**src/rtl/fifo_tx_serializer.sv**
```systemverilog
// fifo_tx_serializer: pulls words from a show-ahead-less FIFO (data valid the
// cycle after the read strobe) and sends each as an async serial frame:
// one start bit (0), DATA_WIDTH data bits LSB first, one stop bit (1).
// Every bit is held for CLKS_PER_BIT clocks. All outputs except o_Busy are
// registered so the line and the FIFO strobe are glitch-free.
module fifo_tx_serializer #(
  parameter int DATA_WIDTH   = 8,
  parameter int CLKS_PER_BIT = 4
) (
  input  logic                  i_Clk,
  input  logic                  i_Rst,
  input  logic                  i_Tx_en,
  input  logic                  i_Empty,
  input  logic [DATA_WIDTH-1:0] i_Data,
  output logic                  o_R_en,
  output logic                  o_Serial,
  output logic                  o_Busy,
  output logic                  o_Done
);

  // Counter widths; guarded so degenerate parameters never give zero-width vectors.
  localparam int CNT_W = (CLKS_PER_BIT > 1) ? $clog2(CLKS_PER_BIT) : 1;
  localparam int IDX_W = (DATA_WIDTH > 1) ? $clog2(DATA_WIDTH) : 1;

  localparam logic [CNT_W-1:0] BAUD_LAST = CNT_W'(CLKS_PER_BIT - 1);
  localparam logic [CNT_W-1:0] BAUD_PRE  = CNT_W'(CLKS_PER_BIT - 2);
  localparam logic [IDX_W-1:0] BIT_LAST  = IDX_W'(DATA_WIDTH - 1);

  typedef enum logic [2:0] {
    IDLE  = 3'd0,
    READ  = 3'd1,
    WAIT  = 3'd2,
    START = 3'd3,
    DATA  = 3'd4,
    STOP  = 3'd5
  } state_t;

  state_t                state;
  logic [CNT_W-1:0]      baud;
  logic [IDX_W-1:0]      bit_idx;
  logic [DATA_WIDTH-1:0] shreg;
  // Low for the first edge after reset release, so IDLE cannot issue a read
  // until the second rising edge.
  logic                  armed;

  assign o_Busy = (state != IDLE);

  // Frame sequencer: state, counters, shift register and registered outputs.
  always_ff @(posedge i_Clk or posedge i_Rst) begin
    if (i_Rst) begin
      state    <= IDLE;
      armed    <= 1'b0;
      baud     <= '0;
      bit_idx  <= '0;
      shreg    <= '0;
      o_Serial <= 1'b1;
      o_R_en   <= 1'b0;
      o_Done   <= 1'b0;
    end else begin
      armed  <= 1'b1;
      o_R_en <= 1'b0;
      o_Done <= 1'b0;
      case (state)
        IDLE: begin
          o_Serial <= 1'b1;
          baud     <= '0;
          if (armed && i_Tx_en && !i_Empty) begin
            state  <= READ;
            o_R_en <= 1'b1;
          end
        end
        // Strobe is already high for this cycle; FIFO answers next cycle.
        READ: begin
          state <= WAIT;
        end
        // i_Data is valid now; load it and drop the line for the start bit.
        WAIT: begin
          shreg    <= i_Data;
          baud     <= '0;
          o_Serial <= 1'b0;
          state    <= START;
        end
        START: begin
          if (baud == BAUD_LAST) begin
            baud     <= '0;
            bit_idx  <= '0;
            o_Serial <= shreg[0];
            shreg    <= shreg >> 1;
            state    <= DATA;
          end else begin
            baud <= baud + 1'b1;
          end
        end
        DATA: begin
          if (baud == BAUD_LAST) begin
            baud <= '0;
            if (bit_idx == BIT_LAST) begin
              o_Serial <= 1'b1;
              state    <= STOP;
            end else begin
              bit_idx  <= bit_idx + 1'b1;
              o_Serial <= shreg[0];
              shreg    <= shreg >> 1;
            end
          end else begin
            baud <= baud + 1'b1;
          end
        end
        // Done is raised one cycle early so its register lands on the last
        // stop cycle; the exit decision re-checks enable and empty.
        STOP: begin
          if (baud == BAUD_LAST) begin
            baud <= '0;
            if (i_Tx_en && !i_Empty) begin
              state  <= READ;
              o_R_en <= 1'b1;
            end else begin
              state <= IDLE;
            end
          end else begin
            baud <= baud + 1'b1;
            if (baud == BAUD_PRE) o_Done <= 1'b1;
          end
        end
        default: begin
          state    <= IDLE;
          o_Serial <= 1'b1;
        end
      endcase
    end
  end

endmodule

```
**config.mk**
```make
export PLATFORM = sky130hd
export DESIGN_NAME = fifo_tx_serializer
export DESIGN_NICKNAME = d
export VERILOG_FILES = /design/src/rtl/fifo_tx_serializer.sv
export SDC_FILE = /design/constraint.sdc
export NUM_CORES = 1
export LEC_CHECK = 0
export CAP_MARGIN = 40
export CELL_PAD_IN_SITES_DETAIL_PLACEMENT = 2
export CELL_PAD_IN_SITES_GLOBAL_PLACEMENT = 2
export CORE_UTILIZATION = 31
export CTS_CLUSTER_DIAMETER = 100
export DETAILED_ROUTE_END_ITERATION = 7
export GPL_ROUTABILITY_DRIVEN = 0
export PLACE_DENSITY_LB_ADDON = 0.1
export SLEW_MARGIN = 15
export SYNTH_ARGS = -nofsm -noshare
export SYNTH_HDL_FRONTEND = slang
export SYNTH_SLANG_ARGS = --single-unit
```
**constraint.sdc**
```tcl
create_clock -name i_Clk -period 1.7 [get_ports i_Clk]
set_input_delay 0.17 -clock i_Clk [delete_from_list [all_inputs] [get_ports i_Clk]]
set_output_delay 0.17 -clock i_Clk [all_outputs]
set_load 0.01 [all_outputs]
```
==> run_results.csv <==
group,metric,value,unit
timing,finalCriticalPeriod,1710,ps
yosys,yosysUniqueCellTypes,32,
floorplan,io_pins,16,
run_status,status,"finished with violations",
clock_tree,cts_tree,"done",
setup_path,worst_setup_path_end_kind,"flop",
finish,final_core_util,46.9,%
run_status,violations,"negative setup slack",
setup_path,worstPathRequired,1900,ps
clock_tree,cts.sinks,20,
clock_tree,htreeDepth,1,
place,dpl.hpwl,1.91,mm
pwr,p_leak,0.696,nW
grt,grt_pass1_vias,930,
yosys,synthCells,98,
setup_path,r2r-end,"shreg[4]$_DFFE_PP0P_",
timing,setup_viol,3,
timing,fmax,0.585,GHz
floorplan,core-area,0.00336,sq mm
yosys,postSynthAreaPerCell,11.2,sq um
timing,hold_viol_final,0,
yosys,async_flop_share,100,%
grt,grt_pass1_wl,4.22,mm
setup_path,arrival,1910,ps
yosys,syn-cell-area,0.00110,sq mm
drt,drtIter0Drc,11,
grt,antenna_found_initial,0,
clock_tree,clockBufferDepth,2,
clock_tree,worst_skew_pair.late_latency,300,ps
grt,track_usage,15.7,%
finish,diodes,0,
setup_path,reg2reg_depth,4,
yosys,synthFlopType,"dfrtp_1",
setup_path,start_kind,"flop",
yosys,ys_seq_area_share,45.6,%
timing,hold_ws,182,ps
setup_path,crit_type,"flop to flop",
setup_path,r2r-start,"state[1]$_DFFE_PP0P_",
drt,ant_nets,0,
timing,drv_slew,0,
floorplan,dieWidth,61.6,microns
flow_run,cap_violations,0,
finish,fin_nets,153,
place,port_buffers,15,
drt,vias,887,
drt,drc_errors,0,
pwr,peakVddDrop,0.000716,V
clock_tree,cts_hold_buf,0,
setup_path,cp_max_fo,8,
place,pre_cts_ws,-56.8,ps
floorplan,row_count,21,
clock_tree,clkTransAtPathRegs,120,ps
clock_tree,cts_buffers,3,
timing,rsz0062_at_grt,"true",
grt,grt_max_degree,21,
timing,setup-tns-final,-18.8,ps
yosys,ys_ff_latch,20,
yosys,synth-edff-count,0,
finish,drive_gt1_share,39.0,%
grt,grt_overflow,0,
finish,area_delta_synth_final,43.4,%
yosys,synth_nets,114,
drt,wl,2.82,mm
pwr,p_total,2.54,mW
timing,worst_slack,-8.12,ps
yosys,yosysWarningCount,0,
pwr,power_density,1610,mW/mm^2
floorplan,die_area,0.00379,sq mm
timing,timing.final.crit_share,100,%
floorplan,start_util,32.7,%
drt,drtPass1Iterations,3,
timing,fin_skew,4.11,ps
drt,wl_per_cell,15.5,microns
floorplan,die_h,61.6,microns
setup_path,rrSetupSlack,-8,ps
clock_tree,ctsRootBufferMaster,"clkbuf_4",
min_path,hold_class,"input port to asynchronous set/reset pin",
drt,drt-vias-per-instance,4.87,
[sequential cells by signal, indices dropped and copies added (netlist names)]
register  count
armed         1
baud          2
bit_idx       3
o_Done        1
o_R_en        1
o_Serial      1
shreg         8
state         3
[worst max-delay path by stage]
| stage | start | to | cells past startpoint |
|---|---|---|---|
| finish | state[1]$_DFFE_PP0P_ | shreg[4]$_DFFE_PP0P_ | 4 |
| global route | bit_idx[0]$_DFFE_PP0P_ | bit_idx[0]$_DFFE_PP0P_ | 6 |
| CTS | bit_idx[0]$_DFFE_PP0P_ | shreg[4]$_DFFE_PP0P_ | 5 |
| detailed placement | bit_idx[0]$_DFFE_PP0P_ | bit_idx[0]$_DFFE_PP0P_ | 5 |
| global placement | bit_idx[0]$_DFFE_PP0P_ | shreg[4]$_DFFE_PP0P_ | 5 |
| floorplan | state[1]$_DFFE_PP0P_ | shreg[0]$_DFFE_PP0P_ | 4 |
[through the flow]
| step | instance area, sq um | cells |
|---|---|---|
| 2_1_floorplan | 1100 | 98 |
| 3_3_place_gp | 1390 | 169 |
| 3_5_place_dp | 1390 | 169 |
| 4_1_cts | 1500 | 176 |
| 5_1_grt | 1580 | 182 |
| 6_report | 1580 | 182 |
[repair_timing]
action,in CTS,in global routing
resized for setup,13,10
setup endpoints to repair,12,12
setup buffers,3,6
pin swaps,2,3
endpoints found under the hold margin,0,0
[report_power, final]
group / switching (mW) / total, mW / internal (mW)
Sequential: 0.0983 / 0.750 / 0.652
Clock: 0.159 / 0.397 / 0.238
Combinational: 0.614 / 1.39 / 0.778
[layout by cell type, fill, tap and decap left out, types with 2 or more instances in the layout]
cell type	count
o21ai_0	2
nor2_1	7
ha_1	2
dfrtp_1	19
mux2_4	7
nor2b_1	2
nand2_1	9
inv_1	5
mux2_2	9
nor3b_1	2
buf_4	20
a22oi_1	2
a21oi_1	5
clkdlybuf4s50_1	14
a221oi_1	2
clkbuf_4	3
[synthesized netlist by cell type (2+ instances only)]
library cell	count	share of area, %
dfrtp_1	19	43
mux2_2	16	16
nand2_1	9	3.1
nor2_1	7	2.4
a21oi_1	5	2.3
inv_1	5	1.7
ha_1	4	4.5
o21ai_0	4	1.8
a221oi_1	2	1.6
a22oi_1	2	1.4
buf_4	2	1.4
nor2b_1	2	1.1
nor3b_1	2	1.4
[cells by family after synthesis]
family | synth area share, %
adder cells (fa/ha/maj) | 4.55
flip-flops | 45.6
AO/OA/AOI/OAI | 14.5
other | 0.341
multiplexers | 16.4
AND/OR/NAND/NOR | 15.2
buffers and inverters | 3.41
[metal layers]
metal  GRT usage, %  up-vias  wire (microns)
li1               -      425               -
met1           19.9      452            1280
met2           27.0        8            1470
met3           1.89        2              48
met4           6.67        0              22
met5              0        -               0
[critical path, cell delays in order (launching register included)]
cell	delay [ps]
dfrtp_1	430
or3b_4	450
nand2_8	120
mux2_2	340
mux2_4	260
[cell type report]
cell class	count	area [sq um]
Multi-Input combinational cell	70	627
Fill cell	373	1780
Clock buffer	3	22.5
Timing Repair Buffer	37	322
Clock inverter	1	30.0
Sequential cell	20	502
Inverter	5	18.8
Tap cell	46	57.6
Note: power is estimated with default switching activity, not from simulation.
